[config.mk]
export PLATFORM = sky130hd
export DESIGN_NAME = exc_check_responder
export DESIGN_NICKNAME = d
export VERILOG_FILES = /design/src/rtl/exc_check_responder.sv
export SDC_FILE = /design/constraint.sdc
export NUM_CORES = 1
export LEC_CHECK = 0
export ABC_CLOCK_PERIOD_IN_PS = 4000
export CORE_MARGIN = 4
export CORE_UTILIZATION = 50
export DETAILED_ROUTE_END_ITERATION = 10
export PLACE_DENSITY = 0.76
export RECOVER_POWER = 25
export SYNTH_ARGS = -nofsm -noshare
export SYNTH_HDL_FRONTEND = slang
export SYNTH_SLANG_ARGS = --single-unit
export TNS_END_PERCENT = 20
[constraint.sdc]
create_clock -name CLK -period 4 [get_ports CLK]
set_clock_uncertainty 0.05 [all_clocks]
set_input_delay 0.8 -clock CLK [delete_from_list [all_inputs] [get_ports CLK]]
set_output_delay 0.8 -clock CLK [all_outputs]
set_load 0.1 [all_outputs]
[src/rtl/exc_check_responder.sv]
// Exception classifier for the adder controller's ExcCheck handshake; EXC_CHECK_STICKY_EN adds sticky flags.
// Ack arrives LATENCY+1 cycles after capture; dropping the request mid-classify aborts silently.
module exc_check_responder #(
  parameter int unsigned LATENCY = 1
) (
  input  logic        CLK,
  input  logic        RSTn,
  input  logic        ExcCheck_valid,
  input  logic [15:0] ExcCheck_Datain,
  output logic [2:0]  Exc_value,
  output logic        Exc_Ack,
  output logic        Busy,
  output logic [2:0]  Debug
`ifdef EXC_CHECK_STICKY_EN
  ,
  input  logic        Sticky_clr,
  output logic [3:0]  Sticky_flags
`endif
);

  typedef enum logic [2:0] {
    IDLE     = 3'd0,
    CLASSIFY = 3'd1,
    ACK      = 3'd2,
    RELEASE  = 3'd3
  } state_t;

  localparam logic [3:0] CNT_INIT = 4'(LATENCY - 1);

  state_t      state_q;
  logic [3:0]  cnt_q;
  logic [14:0] data_q;   // sign bit is never needed for classification
  logic [2:0]  val_q;
  logic        ack_q;
  logic        busy_q;

  logic [7:0]  exp_w;
  logic [6:0]  man_w;
  logic [2:0]  code;
  logic [3:0]  flag;

  assign exp_w = data_q[14:7];
  assign man_w = data_q[6:0];

  always_comb begin
    code = 3'b000;
    flag = 4'b0000;
    if (exp_w == 8'hFF) begin
      if (man_w != 7'd0) begin
        code = 3'b011;
        flag = 4'b1000;
      end else begin
        code = 3'b010;
        flag = 4'b0100;
      end
    end else if (exp_w == 8'h00) begin
      if (man_w == 7'd0) begin
        code = 3'b111;
        flag = 4'b0010;
      end else begin
        flag = 4'b0001;
      end
    end
  end

`ifdef EXC_CHECK_STICKY_EN
  logic [3:0] sticky_q;
  logic [3:0] sticky_d;

  // Clear and set in the same cycle: the bit being set survives.
  always_comb begin
    sticky_d = Sticky_clr ? 4'b0000 : sticky_q;
    if (state_q == ACK) sticky_d = sticky_d | flag;
  end

  always_ff @(posedge CLK or negedge RSTn) begin
    if (!RSTn) sticky_q <= 4'b0000;
    else       sticky_q <= sticky_d;
  end

  assign Sticky_flags = sticky_q;
`endif

  always_ff @(posedge CLK or negedge RSTn) begin
    if (!RSTn) begin
      state_q <= IDLE;
      cnt_q   <= 4'd0;
      data_q  <= 15'd0;
      val_q   <= 3'b000;
      ack_q   <= 1'b0;
      busy_q  <= 1'b0;
    end else begin
      ack_q <= 1'b0;
      case (state_q)
        IDLE: begin
          if (ExcCheck_valid) begin
            data_q  <= ExcCheck_Datain[14:0];
            cnt_q   <= CNT_INIT;
            state_q <= CLASSIFY;
            busy_q  <= 1'b1;
          end
        end
        CLASSIFY: begin
          // A withdrawn request wins over a counter that has just expired.
          if (!ExcCheck_valid) begin
            state_q <= IDLE;
            busy_q  <= 1'b0;
          end else if (cnt_q == 4'd0) begin
            state_q <= ACK;
            ack_q   <= 1'b1;
            val_q   <= code;
          end else begin
            cnt_q <= cnt_q - 4'd1;
          end
        end
        ACK: begin
          state_q <= RELEASE;
        end
        RELEASE: begin
          if (!ExcCheck_valid) begin
            state_q <= IDLE;
            busy_q  <= 1'b0;
          end
        end
        default: begin
          state_q <= IDLE;
          busy_q  <= 1'b0;
        end
      endcase
    end
  end

  assign Exc_value = val_q;
  assign Exc_Ack   = ack_q;
  assign Busy      = busy_q;
  assign Debug     = state_q;

endmodule

# Yosys cells after proc, flatten, opt, wreduce, memory -nomap -nowiden

Cells that the tools add are included.

Register bits: 27
Output and inout port bits: 8
Input port bits: 19

Add/subtract/negate cells: 1
Mux-type cells: 19
Equal/unequal tests: 10
Bitwise operators: 1
Reduce and logical (&&, ||, !) cells: 12

Operators with widths:

| operator                                         | number |
|---|---|
| 2-to-1 mux 3 bit                                 | 7 |
| 2-to-1 mux 4 bit                                 | 3 |
| case mux 3 bit (4 select lines)                  | 1 |
| != test 2 bit, second input constant             | 5 |
| AND reduction 3 bit                              | 3 |
| == test 8 bit, second input constant             | 1 |
| logical NOT 8 bit                                | 1 |
| case mux 4 bit (2 select lines)                  | 1 |
| logical NOT 7 bit                                | 1 |
| nonzero test 7 bit                               | 1 |
| == test 3 x 2 -> 1 bit, second input constant    | 2 |
| 2-to-1 mux 1 bit                                 | 6 |
| logical NOT 4 bit                                | 1 |
| AND reduction 4 bit                              | 1 |
| subtractor 4 x 1 -> 4 bit, second input constant | 1 |
| == test 3 x 1 -> 1 bit, second input constant    | 1 |
| logical NOT 3 bit                                | 1 |
| != test 3 bit, second input constant             | 1 |
| case mux 1 bit (3 select lines)                  | 1 |
| AND reduction 2 bit                              | 1 |
| nonzero test 2 bit                               | 1 |
| OR reduction 2 bit                               | 1 |
| inverter 1 bit                                   | 1 |

# Depth between registers and ports, before layout

Gate-level depths: netlist of run 1.

Word-level depth: 4
Mapped depth: 6
Depth with buffers taken out: 5

# Least setup slack after synthesis of run 1

No wires, ideal clock.

Path type: register to register
From: register state_q[1] (netlist: Debug[1])
To: register data_q[10]
Period minus slack after synthesis: 2096 ps
Buffers on the path: 1
Arrival: 1921 ps
Slack: 1904 ps
Cell stages (with the launch flop): 4
Path through: dfrtp_1 nor3b_2 buf_2 mux2_2

Longest elaborated chain between the ends: 2

Ends and longest elaborated chain:

| element                       | line | source |
|---|---|---|
| start: declaration            | 30   | `state_t state_q;` |
| start signal: assignment      | 86   | `state_q <= IDLE;` |
| start signal: assignment      | 99   | `state_q <= CLASSIFY;` |
| start signal: assignment      | 106  | `state_q <= IDLE;` |
| logical NOT 3 bit             | 94   | `case (state_q)` |
| AND reduction 2 bit (no line) | --   |  |
| end signal: assignment        | 97   | `data_q <= ExcCheck_Datain[14:0];` |
| end: declaration              | 32   | `logic [14:0] data_q;` |

No other way between the ends.
A chain may end at the register's enable or synchronous reset.

# Worst setup path after layout of run 1

From: register state_q[1] (netlist: Debug[1])
To: output port Debug[1]

RTL lines:

| element          | line | source |
|---|---|---|
| end: declaration | 13   | `output logic [2:0] Debug` |

No word-level cell between the ends.

==> results of run 1 <==
## layout by cell type (no fill, tap or decap)
| cell | count |
|---|---|
| or3_1 | 2 |
| o41ai_1 | 1 |
| nor2_1 | 4 |
| nand2b_1 | 1 |
| inv_1 | 6 |
| or2_2 | 1 |
| a31oi_1 | 2 |
| clkdlybuf4s50_1 | 22 |
| nor4b_1 | 1 |
| conb_1 | 1 |
| o211ai_1 | 1 |
| dfrtp_1 | 26 |
| nand2_1 | 3 |
| nor2b_1 | 1 |
| ha_1 | 1 |
| dlygate4sd3_1 | 2 |
| mux2_2 | 15 |
| mux2i_1 | 2 |
| buf_4 | 1 |
| clkbuf_4 | 3 |
| and4_1 | 2 |
| nor4bb_1 | 1 |
| or4_4 | 3 |
| a21oi_1 | 3 |
| nor3b_2 | 1 |
| and2_0 | 1 |
| or4_1 | 2 |
| o21ai_0 | 8 |
## metrics by stage
step           cells  setup WS [ps]
2_1_floorplan     93           1904
3_3_place_gp     142           1588
3_5_place_dp     142           1561
4_1_cts          145           1205
5_1_grt          145           1168
6_report         145           1215
## flip-flops by register name, indices dropped and copies added, names as in the netlist
register   cells
data_q        15
Exc_value      3
Debug          2
cnt_q          4
Exc_Ack        1
Busy           1
## report_power, final
group | switching [mW] | total (mW) | internal, mW
Combinational | 0.368 | 0.580 | 0.212
Sequential | 0.0863 | 0.474 | 0.388
Clock | 0.0681 | 0.103 | 0.0351
## per-layer routing
layer	vias to the layer above	routed length, um	global-route usage
met5	-	0	0
met4	0	42	0.06102
met3	6	87	0.03016
met2	18	1002	0.2618
met1	380	920	0.1684
li1	381	-	-
## cell type report
type	instances	area [um2]	area share
Clock buffer	3	22.52	0.01576
Timing Repair Buffer	25	247.7	0.1734
Sequential cell	26	650.6	0.4553
Tap cell	28	35.03	0.02452
Inverter	6	22.52	0.01576
Multi-Input combinational cell	57	450.4	0.3152
## cells by family (layout without fill, tap and decap cells)
family          after synthesis  count (layout)
fa+ha+maj                     1               1
mux                          17              17
compound gates               15              15
simple gates                 23              23
flops                        26              26
other cells                   1               1
buf+inv                      10              34
## worst max path at each step
stage          slack (ps)                      to  cells after the start                  from
4_1_cts              1200                Debug[1]                      1  Debug[1]$_DFFE_PN0P_
6_report             1210                Debug[1]                      1  Debug[1]$_DFFE_PN0P_
2_1_floorplan        1900  data_q[10]$_DFFE_PN0P_                      3  Debug[1]$_DFFE_PN0P_
3_3_place_gp         1590                Debug[1]                      1  Debug[1]$_DFFE_PN0P_
5_1_grt              1170                Debug[1]                      1  Debug[1]$_DFFE_PN0P_
3_5_place_dp         1560                Debug[1]                      1  Debug[1]$_DFFE_PN0P_
==> metrics.yaml, run 1 <==
run_status:
  outcome: "complete, no violations"
clocking:
  cts_setup_buffers: 0
  numClockSinks: 26
  cts.path.max_buffers: 2
  cts_tree: "done"
  h-tree-depth: 1
  ctsHoldBuffers: 0
  insertion_delay_ps: 300
  cts_root_buf: "clkbuf_4"
  cts_resized: 0
  clkTransAtPathRegs_ps: 120
  cts-buffers-inserted: 3
critical_path:
  crit_path_end_kind: "output pin"
  worst_ep_arrival_time_ps: 1940
  r2r-start: "cnt_q[0]$_DFFE_PN0P_"
  path_delay_family: "buffers and inverters"
  critPathRequiredTime_ps: 3150
  start_kind: "register"
  r2r-end: "Exc_value[2]$_DFFE_PN0P_"
  cp_slowest_stage_delay_ps: 1180
  worst-r2r-cell-count: 5
  critPathKind: "reg2out"
  ff2ff_setup_slack_ps: 1640
  path_buf_inv: 1
  crit_chain: "clkdlybuf4s50_1"
  cpMaxStageDelayCell: "clkdlybuf4s50_1"
  critPathMaxFanout: 6
detailed_routing:
  route.detailed.drc: 0
  drt_iter0_markers: 4
  ant_nets: 0
  vias: 785
  routed_wl_mm: 2.053
  vias_per_cell: 5.414
  drtPass1Iterations: 3
  avgRoutedWirePerCell_um: 14.16
final_layout:
  fill_cells: 184
  fin_nets: 139
  fin_area_um2: 1429
  area_delta_synth_final_pct: 24.95
  diodes: 0
  drive_above_1_share: 0.2051
  post-route-util: 0.6522
sta:
  maxSlewViolCount: 0
  fin_hold_ws_ps: 469.5
  fmax_mhz: 359.0
  worstMarginPinSlew_ps: 1355
  period_minus_slack_ps: 2785
  hold_viol: 0
  setup_viol: 0
  rsz0062_at_grt: "no"
  maxSlewHeadroom: 0.08431
  fin_crit_sh: 0.6964
  fin_setup_tns_ps: 0
hold_path:
  worst_hold_startpoint: "data_q[5]$_DFFE_PN0P_"
  hold_end: "data_q[5]$_DFFE_PN0P_"
  holdPathStages: 1
  min_path_type: "reg2reg"
floorplanning:
  die_y_um: 55.83
  die_area_um2: 3116
  rows: 17
  die_w_um: 55.83
  core_area_um2: 2191
  initial_utilization: 0.5220
  ios: 27
yosys:
  synth_fa_ha_area_frac: 0.01094
  synth_edf_count: 0
  synth_mux_area_frac: 0.1652
  ys_seq_area_frac: 0.5689
  synth_top_area_frac: 0.5689
  syn_avg_cell_area_um2: 12.30
  synthTopCellsByArea: "dfrtp_1, mux2_2, o21ai_0, or4_4, inv_1"
  synth_top_family_by_area: "multiplexers"
  async_reset_ff_frac: 1.000
  synth_fp_nets: 113
  synth_area_leader_cell: "dfrtp_1"
  netlist-cell-type-count: 28
  synth_compound_area_frac: 0.07330
  netlist_area_um2: 1144
  yosysMostFrequentCell: "dfrtp_1"
  synth_common_cells: "dfrtp_1, mux2_2, o21ai_0, inv_1, nor2_1"
  syn-instance-count: 93
  synthSimpleGateAreaFrac: 0.1411
  synth-xor-area-share: 0
  ys_ff_latch: 26
  yosysWarnings: 0
  synthFlopType: "dfrtp_1"
power_and_ir_drop:
  p_leak_nw: 0.5942
  peakVddDrop_v: 0.0004449
  power_mw: 1.157
  powerDensity_nw_per_um2: 809.8
global_routing:
  grt_pass1_vias: 857
  grt_pass1_wl_mm: 3.663
  grt_max_degree: 27
  antenna_found_initial: 0
  track_usage: 0.1462
  grt_overflow: 0
placed_design:
  placed_area_um2: 1406
  portBuffers: 24
  hpwl_mm: 1.589
  place.gp.congestion: 0.7096
flow_run:
  timing.max_cap.violations: 0
Note: power is estimated with default switching activity, not from simulation.
==> run 2: changes to the inputs <==
--- a/config.mk
+++ b/config.mk
@@ -5,11 +5,12 @@
 export SDC_FILE = /design/constraint.sdc
 export NUM_CORES = 1
 export LEC_CHECK = 0
-export ABC_CLOCK_PERIOD_IN_PS = 4000
+export ABC_CLOCK_PERIOD_IN_PS = 2550
+export CORE_ASPECT_RATIO = 0.5
 export CORE_MARGIN = 4
-export CORE_UTILIZATION = 50
+export CORE_UTILIZATION = 43
 export DETAILED_ROUTE_END_ITERATION = 10
-export PLACE_DENSITY = 0.76
+export PLACE_DENSITY = 0.69
 export RECOVER_POWER = 25
 export SYNTH_ARGS = -nofsm -noshare
 export SYNTH_HDL_FRONTEND = slang
==> constraint.sdc (replaced) <==
create_clock -name CLK -period 2.55 [get_ports CLK]
set_clock_uncertainty 0.05 [all_clocks]
set_input_delay 0.51 -clock CLK [delete_from_list [all_inputs] [get_ports CLK]]
set_output_delay 0.51 -clock CLK [all_outputs]
set_load 0.1 [all_outputs]
==> metrics.yaml, run 2 (synthesis gave the netlist of run 1 again) <==
run_status:
  outcome: "complete, no violations"
clocking:
  cts_root_buf: "clkbuf_8"
  cts_tree: "done"
  ctsHoldBuffers: 0
  cts-buffers-inserted: 3
  cts.path.max_buffers: 2
  insertion_delay_ps: 270
  numClockSinks: 26
  cts_setup_buffers: 0
  cts_resized: 0
  clkTransAtPathRegs_ps: 80
  h-tree-depth: 1
sta:
  hold_viol: 0
  maxSlewHeadroom: 0.09649
  setup_viol: 0
  period_minus_slack_ps: 1846
  fin_hold_ws_ps: 467.7
  rsz0062_at_grt: "no"
  maxSlewViolCount: 0
  fmax_mhz: 541.7
  fin_setup_tns_ps: 0
  worstMarginPinSlew_ps: 1355
  fin_crit_sh: 0.7240
final_layout:
  post-route-util: 0.6171
  fin_nets: 141
  final_cell_mix: "dfrtp_1, clkdlybuf4s50_1, mux2_2"
  multi_input_area_um2: 450.4
  largest_register_ffs: 15
  drive_above_1_share: 0.2750
  largest-register: "data_q"
  seq_area_um2: 650.6
  area_delta_synth_final_pct: 28.01
  layout_commonest_cell: "dfrtp_1"
  fill_cells: 198
  diodes: 0
global_routing:
  track_usage: 0.1599
  use_met1: 0.1679
  use_met2: 0.2985
  antenna_found_initial: 0
  grt_max_degree: 27
  grt_pass1_vias: 897
  grtUsageMet3: 0.05081
  grt.busiest_layer: "met2"
  grt_overflow: 0
  grt_pass1_wl_mm: 4.271
placed_design:
  place.gp.congestion: 0.7040
  hpwl_mm: 1.938
  portBuffers: 24
detailed_routing:
  avgRoutedWirePerCell_um: 16.04
  drt_iter0_markers: 42
  drtPass1Iterations: 3
  route.detailed.drc: 0
  routed_wl_mm: 2.486
  vias_per_cell: 5.206
  vias: 807
  ant_nets: 0
critical_path:
  critPathKind: "in2async"
  cp_slowest_stage_delay_ps: 990
  worst_ep_arrival_time_ps: 1950
  crit_chain: "clkdlybuf4s50_1 > clkbuf_1"
  critPathRequiredTime_ps: 2660
  ff2ff_setup_slack_ps: 740
  cpMaxStageDelayCell: "clkbuf_1"
  path_delay_family: "buffers and inverters"
  start_kind: "input port"
  crit_path_end_kind: "asynchronous set/reset pin"
  worst-r2r-cell-count: 3
  cp.depth: 2
  path_buf_inv: 2
  critPathMaxFanout: 26
floorplanning:
  die_area_um2: 3599
  ios: 27
  rows: 12
  core_area_um2: 2372
  initial_utilization: 0.4821
  die_w_um: 80.93
  die_y_um: 44.47
power_and_ir_drop:
  p_leak_nw: 0.6250
  powerDensity_nw_per_um2: 1324
  peakVddDrop_v: 0.0006552
hold_path:
  holdPathStages: 1
  min_path_type: "reg2reg"
flow_run:
  timing.max_cap.violations: 0
-- run 2: cell types whose count changed in the layout (fill, tap and decap cells not counted), moves of 2 or more --
cell             change
buf_4                +8
dlygate4sd3_1        -2
clkdlybuf4s50_1      -5
clkbuf_8             +4
clkbuf_4             -3
-- run 2: worst paths after layout --
path                                             from                  endpoint
worst max-delay path                             RSTn     data_q[5]$_DFFE_PN0P_
worst min-delay path            data_q[0]$_DFFE_PN0P_     data_q[0]$_DFFE_PN0P_
worst max register to register  data_q[4]$_DFFE_PN0P_  Exc_value[1]$_DFFE_PN0P_
worst min register to register  data_q[0]$_DFFE_PN0P_     data_q[0]$_DFFE_PN0P_
max in group CLK                       ExcCheck_valid     data_q[9]$_DFFE_PN0P_
min in group asynchronous                        RSTn    data_q[12]$_DFFE_PN0P_
-- run 2: power by group --
part / switching (mW) / internal (mW) / total (mW)
clock network: 0.123 / 0.138 / 0.261
logic: 0.598 / 0.328 / 0.925
registers: 0.142 / 0.610 / 0.752
total: 0.862 / 1.08 / 1.94
-- run 2: per-layer routing --
metal / part of all wire / vias up
li1: - / 382
met1: 0.39 / 396
met2: 0.52 / 21
met3: 0.044 / 8
met4: 0.038 / 0
met5: 0 / -
-- run 2: final cells by class --
cell class	instances	area share
clock buffer	4	0.03761
inverter	6	0.01538
sequential	26	0.4444
tap	35	0.02991
timing repair buffer	27	0.1650
multi-input combinational	57	0.3077
-- run 2: stage by stage --
| stage | area, um2 | total power [mW] | std cells | setup slack [ps] |
|---|---|---|---|---|
| after floorplan | 1144 | 1.431 | 93 | 454.4 |
| after global placement | 1413 | 1.617 | 151 | 507.2 |
| after detailed placement | 1413 | 1.689 | 151 | 467.3 |
| after CTS | 1468 | 1.949 | 155 | 731.1 |
| after global routing | 1464 | 2.059 | 155 | 317.6 |
| final | 1464 | 1.938 | 155 | 703.9 |
==> run 3: changes to the inputs <==
--- a/config.mk
+++ b/config.mk
@@ -5,12 +5,11 @@
 export SDC_FILE = /design/constraint.sdc
 export NUM_CORES = 1
 export LEC_CHECK = 0
-export ABC_CLOCK_PERIOD_IN_PS = 2550
-export CORE_ASPECT_RATIO = 0.5
+export ABC_CLOCK_PERIOD_IN_PS = 1700
 export CORE_MARGIN = 4
-export CORE_UTILIZATION = 43
+export CORE_UTILIZATION = 48
 export DETAILED_ROUTE_END_ITERATION = 10
-export PLACE_DENSITY = 0.69
+export PLACE_DENSITY = 0.73
 export RECOVER_POWER = 25
 export SYNTH_ARGS = -nofsm -noshare
 export SYNTH_HDL_FRONTEND = slang
==> constraint.sdc (replaced) <==
create_clock -name CLK -period 1.7 [get_ports CLK]
set_clock_uncertainty 0.05 [all_clocks]
set_input_delay 0.34 -clock CLK [delete_from_list [all_inputs] [get_ports CLK]]
set_output_delay 0.34 -clock CLK [all_outputs]
set_load 0.1 [all_outputs]
==> metrics.yaml, run 3 (synthesis gave the netlist of run 1 again) <==
global_routing:
  antenna_found_initial: 0
  grt_max_degree: 27
  grt_overflow: 0
  track_usage: 0.1469
  grt_pass1_wl_mm: 3.698
  grt_pass1_vias: 848
final_layout:
  stdcell_count: 154
  drive_above_1_share: 0.3571
  layout_commonest_cell: "dfrtp_1"
  final_cell_mix: "dfrtp_1, clkdlybuf4s50_1, mux2_2"
  area_delta_synth_final_pct: 40.81
  fin_area_um2: 1610
  post-route-util: 0.7210
  largest_register_ffs: 15
  fin_nets: 147
  largest-register: "data_q"
  fill_cells: 160
  diodes: 0
power_and_ir_drop:
  peakVddDrop_v: 0.001165
  p_leak_nw: 0.6838
  power_mw: 3.146
  powerDensity_nw_per_um2: 1954
critical_path:
  critPathKind: "reg2reg"
  path_common_cell: "or4_4"
  start_kind: "register"
  cp_slowest_stage_delay_ps: 560
  crit_chain: "or4_4 > or4_4 > a31oi_1"
  cpMaxStageDelayCell: "or4_4"
  critPathMaxFanout: 3
  worst_ep_arrival_time_ps: 1980
  crit_path_end_kind: "register"
  critPathRequiredTime_ps: 1900
clocking:
  clkTransAtPathRegs_ps: 130
  insertion_delay_ps: 320
  cts_tree: "done"
  cts_root_buf: "clkbuf_4"
  ctsHoldBuffers: 0
  cts.path.max_buffers: 2
  cts-buffers-inserted: 3
  h-tree-depth: 1
  numClockSinks: 26
sta:
  finalWorstSetupSlack_ps: -81.65
  fmax_mhz: 561.3
  setup_viol: 3
  rsz0062_at_grt: "yes"
  fin_setup_tns_ps: -178.8
  fin_hold_ws_ps: 477.0
  maxSlewHeadroom: 0.5771
  period_minus_slack_ps: 1782
  fin_crit_sh: 1.048
  hold_viol: 0
  worstMarginPinSlew_ps: 634.3
  maxSlewViolCount: 0
detailed_routing:
  drtPass1Iterations: 4
  avgRoutedWirePerCell_um: 14.61
  ant_nets: 0
  route.detailed.drc: 0
  vias: 824
  vias_per_cell: 5.351
  drt_iter0_markers: 13
  routed_wl_mm: 2.250
floorplanning:
  die_w_um: 56.81
  ios: 27
  die_area_um2: 3227
  die_y_um: 56.81
  rows: 17
  initial_utilization: 0.5120
  core_area_um2: 2233
placed_design:
  hpwl_mm: 1.724
  placed_area_um2: 1555
  portBuffers: 24
  place_ws_ps: -102.2
  dp_cells: 149
  place.gp.congestion: 0.7283
run_status:
  outcome: "complete, but fails checks"
  violations: "setup timing"
hold_path:
  min_path_type: "reg2reg"
flow_run:
  timing.max_cap.violations: 0
## run 3: layer usage
layer	GRT usage	up-vias	routed length, um
li1	-	398	-
met5	0	-	0
met3	0.02299	5	116
met4	0.06954	0	42
met2	0.2640	25	1162
met1	0.1681	396	928
## run 3: worst max-delay path, delay by kind of cell (launching register included)
kind / cells / cell delay (ps)
AND/OR/NAND/NOR: 2 / 1090
AO/OA/AOI/OAI: 1 / 170
flip-flops: 1 / 400
## run 3: worst paths after layout
path,start,endpoint,slack [ps],cells after the start
worst max-delay path,data_q[0]$_DFFE_PN0P_,Exc_value[1]$_DFFE_PN0P_,-80,3
worst min register to register,data_q[0]$_DFFE_PN0P_,data_q[0]$_DFFE_PN0P_,480,1
min in group asynchronous,RSTn,Exc_Ack$_DFF_PN0_,500,2
worst min-delay path,data_q[0]$_DFFE_PN0P_,data_q[0]$_DFFE_PN0P_,480,1
max in group asynchronous,RSTn,Debug[0]$_DFFE_PN0P_,630,2
worst max register to register,data_q[0]$_DFFE_PN0P_,Exc_value[1]$_DFFE_PN0P_,-80,3
## run 3: cell type report
type	instances	area, um2	area share
timing repair buffer	33	387.9	0.2409
sequential	26	658.1	0.4087
tap	28	35.03	0.02176
clock buffer	4	36.28	0.02253
inverter	6	22.52	0.01399
multi-input combinational	57	470.5	0.2922
## run 3: report_power, final
part           switching [mW]  internal (mW)  total [mW]  leakage [nW]
clock network           0.176          0.131       0.307        0.0210
logic                   0.905          0.752        1.66         0.350
registers               0.255          0.927        1.18         0.313
total                    1.34           1.81        3.15         0.684
## run 3: what timing repair did
action	4_1_cts	5_1_grt
resized for setup	0	3
hold endpoints to repair	0	0
setup buffers	1	0
endpoints found under the setup margin	3	5
pin swaps	4	4
==> variant 1: new RTL, flow settings as in run 3 <==
The option `EXC_CHECK_STICKY_EN` is turned on by a define.
--- a/src/rtl/exc_check_responder.sv
+++ b/src/rtl/exc_check_responder.sv
@@ -2,2 +2,4 @@
 // Ack arrives LATENCY+1 cycles after capture; dropping the request mid-classify aborts silently.
+`define EXC_CHECK_STICKY_EN
+
 module exc_check_responder #(
Interface: changed (added Sticky_clr and Sticky_flags); port bits go from 27 to 32. No check against the original RTL was run, so the function may have changed too.
==> variant 1 against run 3 <==
- setup slack better by 0.18 ns
- routed wire length grew 12%
- sequential cell count up 4
- synthesized area up 15%
- cell area rose by 14%
- total power rose by 4.4%
- via count rose by 16%
- clock power is 22% higher
- worst hold slack got worse by 0.011 ns
- largest power group unchanged
- highest routed layer unchanged
==> variant 1: results (changes against run 3) <==
Critical path
  • Worst R2R Start: cnt_q[0]$_DFFE_PN0P_
  • FF-to-FF setup slack: 0.1 ns (+0.18 ns)
  • Worst reg-to-reg path cell count: 5 (+2)
  • Worst R2R End: cnt_q[2]$_DFFE_PN0P_
  • Worst Path Max Fanout: 8 (+5)
  • Arr. time, crit path: 1.80 ns (-0.18 ns)

Synthesis
  • Synth cell types: 31 (+11%)
  • Mapped Nets: 130 (+15%)
  • Syn Area/Cell: 12.1 sq um (-1.9%)
  • Synth cell count leaders: dfrtp_1, mux2_2, inv_1
  • Register area share after synthesis: 57.1% (+0.20 points)
  • Top post-synthesis cells by area: dfrtp_1, mux2_2, o21ai_0

Finish
  • Non-Filler Instances: 177 (+15%)
  • Proportion of layout cells with a drive suffix above 1: 30.6% (-5.1 points)
  • Layout fillers: 192 (+20%)

Routing
  • Iteration-0 DRC Markers: 23 (+10)
  • Total length of routed met2 wires: 1270 microns (+9.6%)
  • WL/cell: 14.2 microns (-2.9%)
  • Met3 wire len: 172 microns (+48%)
  • DR vias: 952 (+16%)
  • M1 WL: 1050 microns (+13%)

Clock network
  • Post-CTS setup buffers: 0 (-1)
  • CTS Buf Count: 5 (+2)
  • Clock Path Buffers: 2 (unchanged)
  • Clock slew at reported path FFs: 0.08 ns (-0.05 ns)
  • CTS H-tree depth: 2 (+1)

Placement
  • # port buffers: 29 (+21%)
  • Placed cell count: 170 (+14%)
  • Placer Congestion: 0.706 (-3.0%)
  • Place WS: -0.0814 ns (+0.0209 ns)
  • Post-DP Area: 1780 sq um (+15%)
  • Placed wire-length estimate: 1930 microns (+12%)

Timing
  • Tightest Pin Transition: 0.735 ns (+0.101 ns)
  • Hold Worst Slack: 0.466 ns (-0.0111 ns)
  • Upper clock frequency limit: 625 MHz (+11%)

Worst hold path
  • Hold Startpoint: data_q[5]$_DFFE_PN0P_
  • WHS Endpoint: data_q[5]$_DFFE_PN0P_

Global route
  • Largest net degree at the start of global routing: 31 (+15%)
  • Global routing usage on met3: 6.60% (+4.3 points)
  • Number of global-route vias before repair: 987 (+16%)
  • M2 GR Usage: 28.9% (+2.5 points)
  • Global-route wire length before repair: 4200 microns (+14%)
  • GRT Util Overall: 16.3% (+1.6 points)
  • GR Util met1: 17.2% (+0.43 points)

Pwr
  • Peak VDD IR: 1.46 mV (+25%)
  • Pleak: 0.766 nW (+12%)

Status
  • Outcome: finished clean
==> variant 1: cell count changes after synthesis, moves of 2 or more <==
cell / run 3 / this run
buf_6: 0 / 2
and4_1: 2 / 0
or4_4: 3 / 0
dfrtp_1: 26 / 30
nor4_1: 0 / 3
nand2_1: 3 / 5
o32ai_1: 0 / 3
inv_1: 6 / 10
nand4_1: 0 / 3
==> variant 1: cells by family (layout without fill, tap and decap cells) <==
family          count (synthesis)  count (layout)  synth area share, %
compound gates                 19              19                 8.94
fa+ha+maj                       1               1                0.951
buf+inv                        14              52                 5.42
flops                          30              30                 57.1
mux                            17              17                 14.4
other cells                     1               1                0.285
simple gates                   27              27                 12.9
==> variant 1: how the worst max path moves through the flow <==
stage / cells past startpoint / end
after floorplan: 3 / data_q[10]$_DFFE_PN0P_
after global placement: 4 / data_q[9]$_DFFE_PN0P_
after detailed placement: 4 / data_q[3]$_DFFE_PN0P_
after CTS: 5 / cnt_q[3]$_DFFE_PN0P_
after global routing: 5 / cnt_q[2]$_DFFE_PN0P_
final: 5 / cnt_q[2]$_DFFE_PN0P_
==> variant 1: power by group <==
part           total, mW  switching (mW)  leakage (nW)  internal, mW
Combinational       1.63           0.909         0.371         0.719
Sequential          1.28           0.262         0.369          1.02
Clock              0.374           0.219        0.0254         0.156
==> variant 1: final cells by class <==
type	instances	area, sq um	area share [%]
multi-input combinational	65	503	27.4
sequential	30	756	41.2
tap	30	37.5	2.05
inverter	10	37.5	2.05
clock buffer	7	45.0	2.46
timing repair buffer	35	455	24.8
==> variant 1: critical path, cell delays in order (launching register included) <==
cell and delay, ns:
dfrtp_1 0.41, inv_1 0.06, ha_1 0.21, and4bb_4 0.24
or4_1 0.40, a21oi_1 0.16
==> variant 2: new RTL, settings of run 3 <==
Made on the original files. Register the output `Debug` once more, with the module's reset; this adds one clock of latency there. The other outputs are not delayed to match.
--- a/src/rtl/exc_check_responder.sv
+++ b/src/rtl/exc_check_responder.sv
@@ -135,3 +135,9 @@
   assign Busy      = busy_q;
-  assign Debug     = state_q;
+  always_ff @(posedge CLK or negedge RSTn) begin
+    if (!RSTn) begin
+      Debug <= '0;
+    end else begin
+      Debug <= state_q;
+    end
+  end
 
Formal check against the unedited RTL: not equivalent (a bounded check fails within 4 cycles, from zero or initial values and one cycle with RSTn low).
==> variant 2 against run 3 <==
- setup slack improved by 0.24 ns
- worst hold slack got worse by 0.0069 ns
- count of clock-buffer cells in the layout did not move
- combinational power fell by 27%
- maximum frequency rose by 15%
- sequential power rose by 4%
- first-iteration DRC count fell by 31%
- routed wire length fell by 1.7%
- synthesized area rose by 7.9%
- total power fell by 12%
- cell area rose by 0.78%
- critical path depth rose by 2
- sequential cell count rose by 2
- critical path type unchanged
- largest cell class unchanged
==> variant 2: results (changes against run 3) <==
Clock network
  • CTS H-tree depth: 1 (unchanged)
  • CTS Buf Count: 3 (unchanged)
  • CTS root buffer: clkbuf_4
  • Clock slew at reported path FFs: 0.15 ns (+0.02 ns)
  • Clock Path Buffers: 2 (unchanged)
  • Post-CTS setup buffers: 0 (-1)
  • Worst skew pair latency: 0.33 ns
  • PostCTS Resize Cnt: 0 (unchanged)

Critical path
  • Critical Path Max Stage Delay: 0.42 ns (-0.14 ns)
  • Slowest library cell on the worst path: dfrtp_1
  • Family with the most delay on the worst path: flip-flops
  • Arr. time, crit path: 1.72 ns (-0.26 ns)
  • Worst Path Max Fanout: 4 (+1)

Pwr
  • Pleak: 0.715 nW (+4.6%)
  • Peak VDD IR: 1.24 mV (+6.6%)

Synthesis
  • Synthesis warning total: 0 (unchanged)
  • Synth cell types: 25 (-11%)
  • Synth cell count leaders: dfrtp_1, mux2_2, nor2_1
  • Main synth FF type: dfrtp_1
  • Top post-synthesis cells by area: dfrtp_1, mux2_2, nor2_1
  • Mapped Nets: 119 (+5.3%)
  • Register area share after synthesis: 56.8% (-0.098 points)
  • Ys async rst share: 100% (unchanged)
  • Syn Area/Cell: 12.6 sq um (+2.4%)

Global route
  • Global-route wire length before repair: 3910 microns (+5.8%)
  • Number of global-route vias before repair: 893 (+5.3%)
  • Largest net degree at the start of global routing: 29 (+7.4%)
  • GRT Util Overall: 15.0% (+0.28 points)
  • Initial antenna violation count: 0 (unchanged)

Routing
  • WL/cell: 14.0 microns (-4.2%)
  • DR vias: 830 (+0.73%)
  • Detailed-router iteration count before antenna repair: 4 (unchanged)
  • Iteration-0 DRC Markers: 9 (-4)

Finish
  • Layout fillers: 193 (+21%)
  • Max reg flops: 15 (unchanged)
  • Non-Filler Instances: 158 (+2.6%)
  • Core Util, Final: 66.1% (-6.0 points)
  • Most flop-heavy register: data_q
  • Proportion of layout cells with a drive suffix above 1: 28.9% (-6.8 points)
  • Antenna cell count: 0 (unchanged)

Placement
  • Place WS: -0.121 ns (-0.0189 ns)
  • Placed wire-length estimate: 1700 microns (-1.5%)
  • Placer Congestion: 0.799 (+9.7%)
  • # port buffers: 24 (unchanged)
  • Placed cell count: 154 (+3.4%)
  • Post-DP Area: 1590 sq um (+2.2%)

Timing
  • Rel. slew slack: 55.6% (-2.2 points)
  • Final max-slew violation count: 0 (unchanged)

Worst hold path
  • Worst min-delay path category: reg2reg

Status
  • Outcome: finished clean
==> variant 2: cell type report <==
type / instances / share of cell area [%]
Timing Repair Buffer: 29 / 21.3
Tap cell: 30 / 2.31
Multi-Input combinational cell: 63 / 30.1
Clock buffer: 4 / 2.24
Inverter: 4 / 0.925
Sequential cell: 28 / 43.2
==> variant 2: path summary, 6_finish.rpt <==
check	end	cells past startpoint	slack [ns]	startpoint
setup / recovery	Exc_value[2]$_DFFE_PN0P_	5	0.16	cnt_q[0]$_DFFE_PN0P_
hold / removal	Debug[1]$_DFF_PN0_	0	0.47	state_q[1]$_DFFE_PN0P_
setup reg to reg	Exc_value[2]$_DFFE_PN0P_	5	0.16	cnt_q[0]$_DFFE_PN0P_
hold reg to reg	Debug[1]$_DFF_PN0_	0	0.47	state_q[1]$_DFFE_PN0P_
max in group asynchronous	data_q[0]$_DFFE_PN0P_	2	0.68	RSTn
min in group asynchronous	state_q[1]$_DFFE_PN0P_	2	0.49	RSTn
==> variant 2: cells by family (layout without fill, tap and decap cells) <==
family          after synthesis  count (layout)  share of synthesized area (%)
compound gates                9               9                           3.65
xor+xnor                      2               2                           1.42
fa+ha+maj                     2               2                           2.03
buf+inv                       7              37                           3.65
flops                        28              28                           56.8
mux                          16              16                           14.9
other cells                   1               1                          0.304
simple gates                 33              33                           17.2
==> variant 2: where the power goes <==
part / total (mW) / switching (mW) / internal [mW]
Sequential: 1.23 / 0.275 / 0.956
Clock: 0.325 / 0.193 / 0.131
Combinational: 1.22 / 0.643 / 0.579
==> variant 2: metal layers <==
layer / up-vias / GRT usage [%] / routed length [microns]
li1: 394 / - / -
met1: 411 / 17.1 / 887
met2: 21 / 27.3 / 1170
met3: 4 / 4.39 / 134
met4: 0 / 3.88 / 18
met5: - / 0 / 0
